<file path="src/rtl/regf_wbu.sv">
// ---------------------------------------------------------------------------
// regf_wbu -- register-file write-back unit with pending-write scoreboard.
//
// Tracks which architectural registers have an in-flight write (pend bits),
// gates instruction issue on write-after-write conflicts, arbitrates between
// the load unit and the ALU for the single register-file write port, and
// forwards the value being committed this cycle to the hazard query ports.
//
// Ports
//   i_clk, i_rst                 clock, asynchronous active-low reset
//   i_iss_valid/wen/rd           issuing instruction; o_iss_ready accepts it
//   i_exu_valid/rd/data          ALU result;  o_exu_ready accepts it
//   i_lsu_valid/rd/data          load result; o_lsu_ready accepts it
//   o_wb_en/waddr/wdata          register-file write port (registered)
//   i_rs1_addr, i_rs2_addr       hazard query addresses
//   o_rsX_busy                   source still waits on an uncommitted write
//   o_rsX_fwd, o_rsX_fwd_data    source value available from the write port
//   o_idle                       nothing pending and no write in progress
//   o_err                        sticky: result for a non-pending register
//
// Handshakes: a transfer happens on a rising edge where valid and ready are
// both high. Ready never depends on the same channel's valid; payload is only
// looked at while valid is high, and need not be held after acceptance.
// ---------------------------------------------------------------------------
module regf_wbu #(
    parameter int DATA_W  = 32,
    parameter int ADDR_W  = 4,
    parameter int REG_NUM = 16
) (
    input  logic              i_clk,
    input  logic              i_rst,
    input  logic              i_iss_valid,
    input  logic              i_iss_wen,
    input  logic [ADDR_W-1:0] i_iss_rd,
    output logic              o_iss_ready,
    input  logic              i_exu_valid,
    input  logic [ADDR_W-1:0] i_exu_rd,
    input  logic [DATA_W-1:0] i_exu_data,
    output logic              o_exu_ready,
    input  logic              i_lsu_valid,
    input  logic [ADDR_W-1:0] i_lsu_rd,
    input  logic [DATA_W-1:0] i_lsu_data,
    output logic              o_lsu_ready,
    output logic              o_wb_en,
    output logic [ADDR_W-1:0] o_wb_waddr,
    output logic [DATA_W-1:0] o_wb_wdata,
    input  logic [ADDR_W-1:0] i_rs1_addr,
    input  logic [ADDR_W-1:0] i_rs2_addr,
    output logic              o_rs1_busy,
    output logic              o_rs2_busy,
    output logic              o_rs1_fwd,
    output logic              o_rs2_fwd,
    output logic [DATA_W-1:0] o_rs1_fwd_data,
    output logic [DATA_W-1:0] o_rs2_fwd_data,
    output logic              o_idle,
    output logic              o_err
);

    // Bit 0 exists only so every address can index the vector; it is forced
    // to zero on every update and never set.
    logic [REG_NUM-1:0] pend;
    logic [REG_NUM-1:0] pend_nxt;

    logic              iss_set;
    logic              res_valid;
    logic [ADDR_W-1:0] res_rd;
    logic [DATA_W-1:0] res_data;
    logic              res_write;
    logic              res_orphan;

    // A register whose pending write commits this cycle is free to be
    // claimed again: the clear and the new set land on the same edge.
    assign o_iss_ready = ~i_iss_wen | (i_iss_rd == '0) | ~pend[i_iss_rd] |
                         (o_wb_en & (o_wb_waddr == i_iss_rd));
    assign iss_set     = i_iss_valid & o_iss_ready & i_iss_wen & (i_iss_rd != '0);

    // Loads win the write port; the ALU retries while a load is offered.
    assign o_lsu_ready = 1'b1;
    assign o_exu_ready = ~i_lsu_valid;

    assign res_valid = i_lsu_valid | i_exu_valid;
    assign res_rd    = i_lsu_valid ? i_lsu_rd   : i_exu_rd;
    assign res_data  = i_lsu_valid ? i_lsu_data : i_exu_data;
    assign res_write = res_valid & (res_rd != '0);

    // A result is orphaned if nobody claimed its register, unless the claim
    // is being made in this very cycle.
    assign res_orphan = res_write & ~pend[res_rd] &
                        ~(iss_set & (i_iss_rd == res_rd));

    // Clear on commit first, then set on issue so a same-cycle set wins.
    always_comb begin
        pend_nxt = pend;
        if (o_wb_en) begin
            pend_nxt[o_wb_waddr] = 1'b0;
        end
        if (iss_set) begin
            pend_nxt[i_iss_rd] = 1'b1;
        end
        pend_nxt[0] = 1'b0;
    end

    always_ff @(posedge i_clk or negedge i_rst) begin
        if (!i_rst) begin
            pend       <= '0;
            o_wb_en    <= 1'b0;
            o_wb_waddr <= '0;
            o_wb_wdata <= '0;
            o_err      <= 1'b0;
        end else begin
            pend    <= pend_nxt;
            o_wb_en <= res_write;
            // Address/data hold their last value unless a real write happens;
            // a result for x0 is consumed without touching the port.
            if (res_write) begin
                o_wb_waddr <= res_rd;
                o_wb_wdata <= res_data;
            end
            if (res_orphan) begin
                o_err <= 1'b1;
            end
        end
    end

    // Forwarding from the write port; x0 is never forwarded nor busy.
    assign o_rs1_fwd      = o_wb_en & (o_wb_waddr == i_rs1_addr) & (i_rs1_addr != '0);
    assign o_rs2_fwd      = o_wb_en & (o_wb_waddr == i_rs2_addr) & (i_rs2_addr != '0);
    assign o_rs1_fwd_data = o_rs1_fwd ? o_wb_wdata : '0;
    assign o_rs2_fwd_data = o_rs2_fwd ? o_wb_wdata : '0;
    assign o_rs1_busy     = pend[i_rs1_addr] & ~o_rs1_fwd;
    assign o_rs2_busy     = pend[i_rs2_addr] & ~o_rs2_fwd;

    assign o_idle = ~(|pend) & ~o_wb_en;

endmodule

</file>
<file path="config.mk">
export PLATFORM = sky130hd
export DESIGN_NAME = regf_wbu
export DESIGN_NICKNAME = d
export VERILOG_FILES = /design/src/rtl/regf_wbu.sv
export SDC_FILE = /design/constraint.sdc
export NUM_CORES = 1
export LEC_CHECK = 0
export CORE_ASPECT_RATIO = 0.8
export CORE_MARGIN = 2
export CORE_UTILIZATION = 30
export CTS_BUF_LIST = sky130_fd_sc_hd__clkbuf_2
export CTS_CLUSTER_DIAMETER = 200
export DETAILED_ROUTE_END_ITERATION = 7
export PLACE_DENSITY = 0.65
export SYNTH_ARGS = -nofsm -noshare
export SYNTH_HDL_FRONTEND = slang
export SYNTH_SLANG_ARGS = --single-unit
</file>
<file path="constraint.sdc">
create_clock -name i_clk -period 2.6 [get_ports i_clk]
set_input_delay 0.39 -clock i_clk [delete_from_list [all_inputs] [get_ports i_clk]]
set_output_delay 0.39 -clock i_clk [all_outputs]
set_load 0.005 [all_outputs]
</file>
==> flow_summary.ini, run 1 <==
[clock_network]
cts_made_buffers = 5
cts.sinks = 53
cts_max_path_buffers = 2
h-tree-depth = 2
tritoncts = yes
cts.root.buffer_cell = sky130_fd_sc_hd__clkbuf_2
worstSkewPairLatency_ps = 410
cts.clk_slew.worst_paths_ps = 270

[yosys]
ys_ff_latch = 53
postSynthNetCount = 488
synthCells = 398
synth_sequential_area_ratio = 0.3555
syn_area_per_cell_um2 = 9.375
synth_most_common_cell = sky130_fd_sc_hd__and2_1
postSynth.asyncResetShare = 1.000
synth_common_cells = sky130_fd_sc_hd__and2_1, sky130_fd_sc_hd__dfrtp_1, sky130_fd_sc_hd__o21ai_0
ys.warnings.count = 0
synth_area_leader_cell = sky130_fd_sc_hd__dfrtp_1
yosys.area.top_type_share = 0.3555
yosys_most_used_dff = sky130_fd_sc_hd__dfrtp_1
syn_area_um2 = 3731
synth_enable_flop_cells = 0
netlist_top_cells_area = sky130_fd_sc_hd__dfrtp_1, sky130_fd_sc_hd__mux2i_1, sky130_fd_sc_hd__and2_1, sky130_fd_sc_hd__o21ai_0, sky130_fd_sc_hd__mux4_2
ys_types = 43

[worst_setup_path]
crit_fanout = 6
crit_arrival_ps = 2290
reg2reg_to = pend[3]
setup.worst_path.class = reg -> out
worst_ep_required_time_ps = 2210
reg2regPathDepth = 7
worst_setup_path_endpoint = o_rs2_fwd_data[30]
startpoint_type = flip-flop
timing.critical_path.to_type = output port
reg2reg_setup_slack_ps = 410
worst_r2r_startpoint = pend[4]
timing.critical_path.from = o_wb_waddr[0]

[global_routing]
grt_pass1_vias = 3947
grt_pass1_wl_um = 21860
global_route.usage.total = 0.2072
grt_antenna_before_repair = 1
grt_start_max_net_pins = 65
global_route.overflow_total = 0

[timing]
final_hold_viol_count = 0
worst-slew-pin-transition_ps = 700.2
min_period_ps = 2681
setup_tns_ps = -548.2
post-route-worst-setup-slack_ps = -81.50
fmaxAchievable_mhz = 372.9
grt_setup_unrepaired = yes
report.final.slew_viol_count = 0
finalClockSkew_ps = 5.472
final_min_period_over_clock_period = 1.031
report.final.setup_viol = 8
max_slew_margin = 0.5332

[die]
initial_utilization = 0.3068
ios = 200
fp-row-count = 36
dieWidth_um = 128.7
die_y_um = 103.7
core_area_um2 = 12160
design.die.area_um2 = 13350

[detailed_routing]
routedWlPerCell_um = 19.04
viasPerCell = 5.109
wl_um = 15400
dr.pass1.iters = 5
remaining_drc_errors = 0
drtAntennaViolNets = 0
vias = 4133
drt_first_iter_violations = 421

[run]
max_cap_viols = 0

[placement]
place_congestion = 0.8998
post-dp-hpwl_um = 10440
dpl_cell_area_um2 = 6108
io_buf_count = 198

[power]
cellLeakagePower_nw = 3.123
vdd_ir_drop_max_uv = 203.6
powerDensity_nw_per_um2 = 518.5

[min_path]
hp-class = in -> async

[layout]
finish.instance_area_um2 = 6571
synthToLayoutAreaGrowth_pct = 76.12
number_of_nets_at_the_end_of_the_flow = 745
drive_gt1_frac = 0.2957

[status]
violations = negative setup slack
status = finished with violations
## kinds of logic after synthesis
group           synth area share
simple gates              0.2139
compound gates            0.1472
mux                       0.2025
flops                     0.3555
buf+inv                  0.04930
xor+xnor                 0.03052
other cells             0.001005
## metal layers
layer,GRT usage,share of wire,vias up
met2,0.3413,0.47,250
met5,0,0,-
met4,0.04348,0.016,0
met1,0.2859,0.42,1923
met3,0.03512,0.10,35
li1,-,-,1925
## flip-flops by register name, indices dropped and copies added (netlist names)
| signal | flops |
|---|---|
| o_err | 1 |
| o_wb_en | 1 |
| pend | 15 |
| o_wb_wdata | 32 |
| o_wb_waddr | 4 |
## worst min-delay path by stage
stage,endpoint,slack [ps],depth (start not counted)
floorplan,o_err,90,0
global placement,o_err,480,1
detailed placement,o_err,490,1
CTS,o_wb_wdata[30],60,2
global route,o_wb_wdata[30],50,2
finish,pend[3],50,2
## through the flow
step | instances | worst slack [ps] | utilization | hold slack [ps] | power (mW)
6_report | 809 | -81.50 | 0.5403 | 49.69 | 3.407
5_1_grt | 809 | -192.6 | 0.5403 | 47.17 | 3.573
4_1_cts | 790 | -141.3 | 0.5197 | 58.96 | 3.200
3_5_place_dp | 758 | -409.5 | 0.5023 | 490.2 | 2.590
3_3_place_gp | 758 | -379.3 | 0.5023 | 481.5 | 2.577
2_1_floorplan | 398 | 409.8 | - | 94.41 | 1.830
## layout make-up
type | instances | area [µm²]
clock buffers | 6 | 30.03
repair buffers | 283 | 2611
inverters | 7 | 26.28
diodes | 1 | 2.502
fillers | 1121 | 5590
multi-input cells | 305 | 2354
clock inverters | 2 | 10.01
well taps | 152 | 190.2
flip-flops and latches | 53 | 1348
## worst max-delay path, cell delays in order, from the launching register on
cell and delay (ps):
sky130_fd_sc_hd__dfrtp_2 550, sky130_fd_sc_hd__buf_6 160, sky130_fd_sc_hd__xnor2_1 170, sky130_fd_sc_hd__nand4_1 180, sky130_fd_sc_hd__nor2_4 190, sky130_fd_sc_hd__buf_6 160, sky130_fd_sc_hd__clkbuf_16 150, sky130_fd_sc_hd__and2_1 120
sky130_fd_sc_hd__clkdlybuf4s15_1 200
## where the power goes
part	internal (mW)	leakage, nW	switching [mW]
clock network	0.0679	0.0327	0.265
registers	1.01	0.621	0.268
logic	1.06	2.47	0.726
## placed cells by master, fill, tap and decap left out, types with 14 or more instances in the layout
master	Yosys	final
sky130_fd_sc_hd__buf_4	1	58
sky130_fd_sc_hd__dfrtp_2	0	17
sky130_fd_sc_hd__buf_6	3	20
sky130_fd_sc_hd__o21ai_0	52	52
sky130_fd_sc_hd__clkbuf_2	0	43
sky130_fd_sc_hd__mux2i_1	41	41
sky130_fd_sc_hd__and2_1	64	60
sky130_fd_sc_hd__clkdlybuf4s50_1	0	123
sky130_fd_sc_hd__dfrtp_1	53	36
sky130_fd_sc_hd__dlymetal6s2s_1	0	14
sky130_fd_sc_hd__nand2_1	45	45
## what timing repair did
action | CTS | global route
hold buffers | 0 | 0
pin swaps | 3 | 6
gates resized for setup | 96 | 130
setup endpoints to repair | 69 | 45
gates cloned | 0 | 4
buffers inserted | 24 | 15
Note: power is estimated with default switching activity, not from simulation.
==> inputs of run 2 (changes only) <==
CORE_ASPECT_RATIO = 1.75   (was 0.8)
CORE_UTILIZATION = 40   (was 30)
PLACE_DENSITY = 0.91   (was 0.65)
==> run 2 against run 1 <==
Against the previous run: the run still ends with negative setup slack left; global-route usage rose by 9.1 points; first-iteration DRC count is 52% lower; count of clock-buffer cells in the layout is 1 lower; routed wire length grew 4.8%; worst setup slack worse by 15 ps; flip-flop and latch count did not move; non-clock buffer count decreased by 9; fmax is 0.56% lower; clock power is essentially flat; total power grew 0.40%; utilization grew 17 points; critical path type unchanged; largest power group unchanged; highest routed layer unchanged.
==> flow_summary.ini, run 2 (synthesis gave the netlist of run 1 again) <==
[power]
p_clk_frac = 0.097
power.share.combinational = 0.545
power_switching_share = 0.3807
cellLeakagePower_nw = 2.927
powerDensity_nw_per_um2 = 531.2
vdd_ir_drop_max_uv = 442.6
power.sequential.fraction = 0.357
total_power_mw = 3.421
internal_power_mw = 2.118
p_sw_mw = 1.302

[layout]
top_register = o_wb_wdata
register_area_um2 = 1343
drive_gt1_frac = 0.2566
largest_register_ffs = 32
final_common_cell = sky130_fd_sc_hd__clkdlybuf4s50_1
number_of_nets_at_the_end_of_the_flow = 736
layoutNonFillerInstCount = 768
nFillCells = 703
multiInputGateArea_um2 = 2327
synthToLayoutAreaGrowth_pct = 72.60
final_cell_mix = sky130_fd_sc_hd__clkdlybuf4s50_1, sky130_fd_sc_hd__and2_1, sky130_fd_sc_hd__buf_4, sky130_fd_sc_hd__o21ai_0, sky130_fd_sc_hd__nand2_1
reg.largest.list = o_wb_wdata (32), pend (15), o_wb_waddr (4)

[worst_setup_path]
reg2reg_setup_slack_ps = 280
timing.critical_path.to_type = output port
setup.worst_path.class = reg -> out
crit_fanout = 3
reg2regPathDepth = 7
crit_arrival_ps = 2310
startpoint_type = flip-flop
worst_ep_required_time_ps = 2210

[min_path]
hp-class = in -> reg
min_delay_path_depth = 3

[placement]
pre_cts_slack_ps = -405.1
dpl_cells = 718
io_buf_count = 198
place_congestion = 0.9883
post-dp-hpwl_um = 11270

[die]
core_area_um2 = 9094
die_y_um = 131.8
ios = 200
design.die.area_um2 = 10150
dieWidth_um = 77.01
initial_utilization = 0.4103
fp-row-count = 46

[global_routing]
grt_start_max_net_pins = 65
grt_pass1_vias = 4228
global_route.usage.total = 0.2978
grt_pass1_wl_um = 23740
global_route.overflow_total = 0
grt_antenna_before_repair = 1

[clock_network]
cts.root.buffer_cell = sky130_fd_sc_hd__clkbuf_2
cts_made_buffers = 5
tritoncts = yes
cts_max_path_buffers = 2
worstSkewPairLatency_ps = 470
h-tree-depth = 2
cts.clk_slew.worst_paths_ps = 280
cts.sinks = 53

[detailed_routing]
viasPerCell = 5.517
drt_first_iter_violations = 202
remaining_drc_errors = 0
wl_um = 16140
vias = 4237
routedWlPerCell_um = 21.01
dr.pass1.iters = 5
drtAntennaViolNets = 0

[timing]
report.final.slew_viol_count = 0
whs_ps = 330.7
worst-slew-pin-transition_ps = 626.5
max_slew_margin = 0.5823
grt_setup_unrepaired = yes
post-route-worst-setup-slack_ps = -96.59
min_period_ps = 2697
final_min_period_over_clock_period = 1.037
report.final.setup_viol = 14
fmaxAchievable_mhz = 370.8
final_hold_viol_count = 0
finalClockSkew_ps = 27.41

[status]
status = finished with violations
violations = negative setup slack

[run]
max_cap_viols = 0
run 2: cell count changes in the layout (fill, tap and decap cells not counted), sizes merged, moves of 7 or more:
cell | before | now
clkbuf | 46 | 34
dlygate4sd2 | 9 | 28
dlymetal6s2s | 14 | 2
clkdlybuf4s15 | 11 | 3
clkdlybuf4s50 | 123 | 130
buf | 86 | 79
run 2: layout make-up:
| cell class | instances | share of cell area |
|---|---|---|
| tap | 120 | 0.02331 |
| clock inverter | 3 | 0.002720 |
| clock buffer | 5 | 0.003886 |
| inverter | 7 | 0.004080 |
| sequential | 53 | 0.2085 |
| antenna | 1 | 0.0003886 |
| timing repair buffer | 274 | 0.3958 |
| multi-input combinational | 305 | 0.3614 |
run 2: worst max-delay path, stage by stage, from the launching register on:
cell	delay, ps
sky130_fd_sc_hd__dfrtp_1	470
sky130_fd_sc_hd__buf_4	160
sky130_fd_sc_hd__mux4_2	460
sky130_fd_sc_hd__mux4_2	490
sky130_fd_sc_hd__nor2b_4	140
sky130_fd_sc_hd__buf_6	110
run 2: metal layers:
layer / routed length (µm) / global-route usage / vias up
met5: 0 / 0 / -
met3: 1257 / 0.06781 / 74
li1: - / - / 1911
met4: 952 / 0.1518 / 0
met1: 5303 / 0.2932 / 1975
met2: 8622 / 0.5673 / 277
run 2: what timing repair did:
action,4_1_cts,5_1_grt
resized for setup,100,86
setup endpoints to repair,69,31
hold buffers,1,0
endpoints found under the hold margin,24,0
pin swaps,4,8
setup buffers,25,11
cloned,3,1
run 2: path summary, 6_finish.rpt:
check,from,end
worst min-delay path,i_lsu_valid,o_wb_waddr[2]
worst max-delay path,pend[12],o_rs2_busy
min in group asynchronous,i_rst,pend[12]
worst min register to register,o_err,o_err
worst max register to register,pend[15],pend[7]
max in group asynchronous,i_rst,o_wb_wdata[26]
run 2: power groups by stage:
stage | Sequential, mW | Combinational (mW) | Clock, mW
final | 1.22 | 1.86 | 0.333
after global routing | 1.24 | 1.95 | 0.376
after detailed placement | 1.28 | 1.33 | 0
after floorplan | 1.17 | 0.664 | 0
after global placement | 1.27 | 1.28 | 0
after CTS | 1.19 | 1.64 | 0.336
run 2: stage by stage:
stage / instance area (µm²) / util / TNS (ps)
3_5_place_dp: 6021 / 0.6621 / -15930
5_1_grt: 6440 / 0.7082 / -3876
2_1_floorplan: 3731 / - / 0
3_3_place_gp: 6021 / 0.6621 / -11190
4_1_cts: 6329 / 0.6959 / -677.6
6_report: 6440 / 0.7082 / -667.3
